<file path="src/rtl/bcd_countdown_timer.sv">
// mm:ss BCD countdown timer with start/pause/load control and a one-cycle expiry pulse.
// Optional low-time warning output is built only when TIMER_WARN_EN is defined.
module bcd_countdown_timer #(
  parameter int          TICK_DIV  = 100_000_000,
  parameter logic [15:0] RESET_BCD = 16'h0300
) (
  input  logic        clk,
  input  logic        rst,
  input  logic        start,
  input  logic        pause,
  input  logic        load,
  input  logic [15:0] load_val,
  output logic [3:0]  cnt3,
  output logic [3:0]  cnt2,
  output logic [3:0]  cnt1,
  output logic [3:0]  cnt0,
  output logic        running,
  output logic        done,
  output logic        expire,
  output logic        warn
);

  localparam int            TW        = $clog2(TICK_DIV);
  localparam logic [TW-1:0] TICK_LAST = TW'(TICK_DIV - 1);

  typedef enum logic [1:0] {IDLE, RUN, PAUSE, DONE} state_t;

  state_t        state_reg, state_next;
  logic [TW-1:0] tick_reg, tick_next;
  logic [15:0]   digits_reg, digits_next;
  logic          running_reg, running_next;
  logic          done_reg, done_next;
  logic          expire_reg, expire_next;

  // Any digit above 9 becomes 9; the seconds-tens digit is capped at 5.
  function automatic logic [15:0] clamp_bcd(input logic [15:0] v);
    logic [15:0] r;
    r = v;
    for (int i = 0; i < 4; i++) begin
      if (r[i*4 +: 4] > 4'd9) r[i*4 +: 4] = 4'd9;
    end
    if (r[7:4] > 4'd5) r[7:4] = 4'd5;
    return r;
  endfunction

  // One-second decrement with a BCD borrow chain; caller never passes 00:00.
  function automatic logic [15:0] dec_bcd(input logic [15:0] v);
    logic [15:0] r;
    r = v;
    if (r[3:0] == 4'd0) begin
      r[3:0] = 4'd9;
      if (r[7:4] == 4'd0) begin
        r[7:4] = 4'd5;
        if (r[11:8] == 4'd0) begin
          r[11:8]  = 4'd9;
          r[15:12] = r[15:12] - 4'd1;
        end else begin
          r[11:8] = r[11:8] - 4'd1;
        end
      end else begin
        r[7:4] = r[7:4] - 4'd1;
      end
    end else begin
      r[3:0] = r[3:0] - 4'd1;
    end
    return r;
  endfunction

  always_ff @(posedge clk or posedge rst) begin
    if (rst) begin
      state_reg   <= IDLE;
      tick_reg    <= '0;
      digits_reg  <= RESET_BCD;
      running_reg <= 1'b0;
      done_reg    <= 1'b0;
      expire_reg  <= 1'b0;
    end else begin
      state_reg   <= state_next;
      tick_reg    <= tick_next;
      digits_reg  <= digits_next;
      running_reg <= running_next;
      done_reg    <= done_next;
      expire_reg  <= expire_next;
    end
  end

  always_comb begin
    state_next  = state_reg;
    tick_next   = tick_reg;
    digits_next = digits_reg;
    expire_next = 1'b0;
    if (load) begin
      digits_next = clamp_bcd(load_val);
      tick_next   = '0;
      state_next  = IDLE;
    end else begin
      case (state_reg)
        IDLE: begin
          if (start && digits_reg != 16'h0000) begin
            state_next = RUN;
            tick_next  = '0;
          end
        end
        RUN: begin
          if (pause) begin
            state_next = PAUSE;
          end else if (tick_reg == TICK_LAST) begin
            tick_next = '0;
            if (digits_reg != 16'h0000) begin
              digits_next = dec_bcd(digits_reg);
              if (digits_next == 16'h0000) begin
                state_next  = DONE;
                expire_next = 1'b1;
              end
            end
          end else begin
            tick_next = tick_reg + 1'b1;
          end
        end
        PAUSE: begin
          // A simultaneous pause keeps us frozen.
          if (start && !pause) state_next = RUN;
        end
        default: ;
      endcase
    end
    running_next = (state_next == RUN);
    done_next    = (state_next == DONE);
  end

  assign cnt3    = digits_reg[15:12];
  assign cnt2    = digits_reg[11:8];
  assign cnt1    = digits_reg[7:4];
  assign cnt0    = digits_reg[3:0];
  assign running = running_reg;
  assign done    = done_reg;
  assign expire  = expire_reg;

`ifdef TIMER_WARN_EN
  logic warn_reg, warn_next;

  always_comb begin
    warn_next = 1'b0;
    if ((state_next == RUN || state_next == PAUSE) && digits_next[15:8] == 8'h00 &&
        (digits_next[7:4] == 4'd0 || (digits_next[7:4] == 4'd1 && digits_next[3:0] == 4'd0)))
      warn_next = 1'b1;
  end

  always_ff @(posedge clk or posedge rst) begin
    if (rst) warn_reg <= 1'b0;
    else     warn_reg <= warn_next;
  end

  assign warn = warn_reg;
`else
  assign warn = 1'b0;
`endif

endmodule

</file>
<file path="config.mk">
export PLATFORM = sky130hd
export DESIGN_NAME = bcd_countdown_timer
export DESIGN_NICKNAME = d
export VERILOG_FILES = /design/src/rtl/bcd_countdown_timer.sv
export SDC_FILE = /design/constraint.sdc
export NUM_CORES = 1
export LEC_CHECK = 0
export ABC_AREA = 1
export CAP_MARGIN = 20
export CORE_UTILIZATION = 46
export DETAILED_ROUTE_END_ITERATION = 10
export HOLD_SLACK_MARGIN = 0.05
export PLACE_DENSITY = 0.68
export REMOVE_ABC_BUFFERS = 1
export SYNTH_ARGS = -nofsm -noshare
export SYNTH_HDL_FRONTEND = slang
export SYNTH_SLANG_ARGS = --single-unit
</file>
<file path="constraint.sdc">
create_clock -name clk -period 4.7 [get_ports clk]
set_input_delay 0.94 -clock clk [delete_from_list [all_inputs] [get_ports clk]]
set_output_delay 0.94 -clock clk [all_outputs]
set_load 0.02 [all_outputs]
</file>
==> out/metrics.cfg, run 1 <==
[die]
core_area_um2=7290
die_h_um=89.0
initial_core_util=0.478
ioPinCount=41
dieWidth_um=89.0
die_area_um2=7920
rows=31

[clock_tree]
clk_latency_ps=300
cts_setup_buffers=0
cts_inserted_buffers=5
cts_tree=built
cts_root_buf=clkbuf_8
clkSinkCount=48
cts_buffer_depth=2
cts_hold_buf=0
htree_levels=2
cts.repair.resized=0
clkTransAtPathRegs_ps=80

[sta]
finalCritPeriodShare=0.600
fin_skew_ps=8.98
relSlewSlack=0.586
finalSetupTns_ps=0
min_period_ps=2820
max_clock_freq_mhz=355
drv_slew=0
hold_viol_final=0
worstMarginPinSlew_ps=619
setup_viol_count_final=0
rsz0062_at_grt=no

[synth]
synth-adder-area-share=0.0108
synth-xor-area-share=0.0277
ys_warn_count=0
yosys.area_share.simple=0.412
muxShareOfSynthArea=0
syn_area_per_cell_um2=6.62
ys_async_sr_fraction=1.00
synth_compound_area_frac=0.110
ys_ff_latch=48
yosysSeqAreaShare=0.346
ys.flop_type=dfrtp_1
synth_top_family_by_area=simple AND/OR/NAND/NOR gates
syn_inst=526
synth-edff-count=0
syn_area_um2=3480
synth.distinct_cells=42

[route]
ant_nets=0
drc=0
drtIter0Drc=242
routed_wl_um=9140
dr_total_vias=3491
drt-wirelength-per-cell_um=13.8
drt-pass1-iter-count=6
via_per_inst=5.29

[critical_path]
endpoint_kind=flop
rr_worst_depth=10
cp-start-kind=input pin
r2r-start=tick_reg[0]
cp.required_ps=4930
path_max_fanout=35
cp_data_arrival_time_ps=3050
startpoint=load
crit_end=tick_reg[0]
criticalPathCategory=input pin to flop
r2r_slack_ps=2250
r2r-end=digits_reg[11]

[power_and_ir_drop]
internal-power_uw=635
vdd_ir_drop_max_mv=0.0960
switching_share=0.338
clock_power_share=0.253
p_switching_uw=324
powerDensity_nw_per_um2=238
totalPowerFinal_uw=959
seqPwrFrac=0.483
comb_power_share=0.264
leakagePower_nw=1.78

[layout]
num-nets-final=585
largest_reg_flops=27
insertedDiodeCount=0
synthToLayoutAreaGrowth_pct=15.8
drive_above_1_share=0.0695

[place]
place_congestion=0.935
portBuffers=39
hpwl_um=6760

[flow_run]
maxCapViolCount=0

[global_route]
grt_pass1_vias=3290
grt_max_degree=49
antenna_found_initial=0
grt.overflow.total=0
gr-usage-all-layers=0.249
grt_pass1_wl_um=15200

[outcome]
status=complete, no violations

[worst_hold_path]
hold_path.class=flop to flop
holdPathStages=2

## routing by layer
layer	vias up	GRT usage	share of wire	routed length (um)
met5	-	0	0	0
met4	0	0.0866	0.015	140
met3	11	0.0332	0.049	450
met2	84	0.439	0.48	4380
met1	1618	0.314	0.46	4160
li1	1778	-	-	-
## stage by stage
stage | utilization | cell area, um^2 | cells | worst slack, ps | hold WS (ps)
2_1_floorplan | - | 3400 | 511 | 2210 | 475
3_3_place_gp | 0.539 | 3930 | 652 | 1600 | 505
3_5_place_dp | 0.539 | 3930 | 652 | 1560 | 511
4_1_cts | 0.550 | 4010 | 659 | 1860 | 533
5_1_grt | 0.553 | 4030 | 660 | 1610 | 579
6_report | 0.553 | 4030 | 660 | 1880 | 532
## power by group through the flow
stage,Sequential [mW],Clock [mW],Combinational (mW)
after floorplan,0.489,0,0.135
after global placement,0.471,0,0.247
after detailed placement,0.471,0,0.252
after CTS,0.463,0.253,0.253
after global routing,0.467,0.266,0.284
final,0.463,0.242,0.253
## cell type report
cell class                 instances  area (um^2)
multi-input combinational        399         1950
inverter                          64          240
sequential                        48         1200
clock buffer                       6         72.6
clock inverter                     1         5.00
fill                             753         3260
tap                               99          124
timing repair buffer              43          433
## worst max-delay path: stages
cell	delay, ps
clkdlybuf4s50_1	710
inv_2	170
buf_4	390
nand2_1	140
o21ai_1	390
o21ai_0	160
a21oi_1	130
## Yosys cell counts, types with 2 or more instances
cell type	number	area share
o21ai_0	29	0.042
nand3_1	49	0.070
dfstp_2	2	0.015
clkbuf_1	4	0.0043
nor3_1	21	0.030
buf_6	2	0.0065
or2_2	3	0.0054
nand4_1	14	0.025
inv_2	3	0.0032
nor2_1	73	0.079
o211ai_1	2	0.0043
buf_2	4	0.0057
inv_1	61	0.066
nor2_4	3	0.0097
nand2_1	134	0.14
buf_1	2	0.0022
nand2_2	4	0.0072
nand3b_1	2	0.0043
nand2_4	2	0.0065
a21oi_1	14	0.020
ha_1	3	0.011
a22oi_1	3	0.0065
a31oi_1	4	0.0072
nor2_2	5	0.0090
o21ai_1	8	0.011
xor2_1	11	0.028
buf_4	2	0.0043
dfrtp_1	46	0.33
nor4_1	3	0.0054
## layout by cell type (no fill, tap or decap), types with 4 or more instances in the layout
cell type / count
inv_2: 4
nand2_1: 134
dfrtp_1: 46
nand4_1: 14
nand2_2: 4
nor2_2: 5
o21ai_1: 8
a21oi_1: 14
a31oi_1: 4
nand3_1: 49
nor2_1: 73
inv_1: 60
o21ai_0: 29
xor2_1: 11
clkdlybuf4s50_1: 39
clkbuf_8: 5
nor3_1: 21
## cell families (layout without fill, tap and decap cells)
logic type      count (synthesis)  count (layout)
compound gates                 66              66
xor+xnor                       11              11
fa+ha+maj                       3               3
buf+inv                        79             114
flops                          48              48
other cells                     1               1
simple gates                  318             318
## how the worst min path moves through the flow
stage                       start             to  slack, ps
finish               tick_reg[25]   tick_reg[25]        530
global route        digits_reg[9]  digits_reg[9]        580
CTS                  tick_reg[25]   tick_reg[25]        530
detailed placement   tick_reg[25]   tick_reg[25]        510
global placement     tick_reg[25]   tick_reg[25]        510
floorplan            tick_reg[25]   tick_reg[25]        480
Note: power is estimated with default switching activity, not from simulation.
==> run 2: changes to the inputs <==
PLACE_DENSITY = 0.7   (was 0.68)
clock period = 2.5 ns   (was 4.7 ns; I/O delays follow)
==> run 2 against run 1 <==
Effect of this change: count of clock-buffer cells in the layout increased by 1; cell area rose by 0.84%; sequential share of layout area decreased by 0.25 points; total power increased by 94%; largest cell class unchanged; via count up 2.1%; core utilization increased by 0.46 points; non-clock buffer count grew 4; hold slack gained 2.5 ps.
==> out/metrics.cfg, run 2 (same netlist as run 1, synthesis figures left out) <==
[power_and_ir_drop]
powerDensity_nw_per_um2=457  ; +92%
leakagePower_nw=1.79  ; +1.1%
totalPowerFinal_mw=1.86  ; +94%
vdd_ir_drop_max_mv=0.264  ; +180%

[clock_tree]
clkSinkCount=48  ; unchanged
cts.repair.resized=0  ; unchanged
cts_inserted_buffers=5  ; unchanged
cts_setup_buffers=0  ; unchanged
cts_root_buf=clkbuf_8
htree_levels=2  ; unchanged
cts_buffer_depth=2  ; unchanged
cts_hold_buf=0  ; unchanged
clk_latency_ps=300  ; about the same
clkTransAtPathRegs_ps=90  ; about the same
cts_tree=built

[global_route]
antenna_found_initial=0  ; unchanged
grt_max_degree=49  ; unchanged
gr-usage-all-layers=0.250  ; +0.000639
grt.overflow.total=0  ; unchanged
grt_pass1_wl_um=15200  ; +0.27%
grt_pass1_vias=3349  ; +1.8%

[route]
drtIter0Drc=165  ; -32%
drt-wirelength-per-cell_um=14.2  ; +2.6%
drt-pass1-iter-count=4  ; -2
dr_total_vias=3566  ; +2.1%
drc=0  ; unchanged
ant_nets=0  ; unchanged
routed_wl_um=9450  ; +3.4%
via_per_inst=5.36  ; +1.4%

[worst_hold_path]
hold_path.class=flop to flop
whs_endpoint=tick_reg[0]
holdPathStages=1  ; -1
hold_path.startpoint=tick_reg[0]

[die]
die_h_um=89.0  ; unchanged
die_area_um2=7920  ; unchanged
core_area_um2=7290  ; unchanged
dieWidth_um=89.0  ; unchanged
ioPinCount=41  ; unchanged
rows=31  ; unchanged
initial_core_util=0.478  ; unchanged

[critical_path]
cp.required_ps=2730  ; -2200 ps
cp_data_arrival_time_ps=2430  ; -620 ps
startpoint=tick_reg[0]
r2r-start=tick_reg[0]
cp-start-kind=flop
r2r_slack_ps=300  ; -1950 ps
rr_worst_depth=10  ; unchanged
endpoint_kind=flop
path_max_fanout=7  ; -80%
criticalPathCategory=flop to flop
r2r-end=tick_reg[0]

[sta]
worstMarginPinSlew_ps=679  ; +60.3 ps
rsz0062_at_grt=no
fin_ws_ps=302  ; -1580 ps
max_clock_freq_mhz=455
relSlewSlack=0.544  ; -0.0416
finalSetupTns_ps=0  ; unchanged
holdWs_ps=535  ; +2.52 ps
fin_skew_ps=5.87  ; -3.12 ps
finalCritPeriodShare=0.879
min_period_ps=2200
hold_viol_final=0  ; unchanged
setup_viol_count_final=0  ; unchanged
drv_slew=0  ; unchanged

[layout]
mostFrequentLayoutCell=nand2_1
num-fill-cells=753  ; unchanged
largest_reg_flops=27  ; unchanged
finalCoreUtilization=0.557  ; +0.00463
synthToLayoutAreaGrowth_pct=16.7
final_area_um2=4070  ; +0.84%
num-nets-final=589  ; +0.68%
fin_cells=665  ; +0.76%
mostFrequentLayoutCells=nand2_1, nor2_1, inv_1
drive_above_1_share=0.0777  ; +0.00822
insertedDiodeCount=0  ; unchanged

[place]
place_congestion=0.970  ; +3.7%
portBuffers=39  ; unchanged
hpwl_um=7090  ; +4.7%
dpl.cell_count=657  ; +0.77%
placed_area_um2=3970  ; +0.95%
dp_slack_ps=246  ; -1320 ps

[flow_run]
maxCapViolCount=0  ; unchanged

[outcome]
status=complete, no violations

## run 2: area by class of cell
class | count | area [um^2] | area share
clock inverter | 1 | 7.51 | 0.00185
timing repair buffer | 47 | 450 | 0.111
inverter | 64 | 240 | 0.0591
multi-input combinational | 399 | 1950 | 0.480
sequential | 48 | 1200 | 0.296
clock buffer | 7 | 86.3 | 0.0212
tap | 99 | 124 | 0.0305
## run 2: worst max-delay path, cell delays in order, from the launching register on
cell	delay, ps
dfrtp_1	430
ha_1	240
nand2_1	100
nor2_2	50
nand2_2	140
nor2_2	60
nand2_2	100
nand2_1	90
o21ai_1	550
o21ai_0	190
a21oi_1	150
## run 2: how the worst max path moves through the flow
| stage | to | slack, ps |
|---|---|---|
| 6_report | tick_reg[0] | 300 |
| 5_1_grt | tick_reg[0] | 110 |
| 4_1_cts | tick_reg[0] | 280 |
| 3_5_place_dp | tick_reg[0] | 250 |
| 3_3_place_gp | tick_reg[0] | 270 |
| 2_1_floorplan | tick_reg[0] | 180 |
## run 2: layer usage
layer,global-route usage,up-vias,share of wire,wire [um]
met5,0,-,0,0
met4,0.0952,0,0.030,285
met3,0.0351,24,0.043,402
met2,0.461,93,0.49,4590
met1,0.293,1673,0.44,4170
li1,-,1776,-,-
## run 2: report_power, final
group          internal, mW  total (mW)  switching [mW]
clock                 0.226       0.504           0.279
combinational         0.186       0.482           0.296
sequential            0.818       0.872          0.0539
total                  1.23        1.86           0.629
==> run 3: changes to the inputs <==
SKIP_LAST_GASP = 1   (was default)
==> results of run 3 <==
No change in the layout: final DEF, timing and power equal those of run 2.
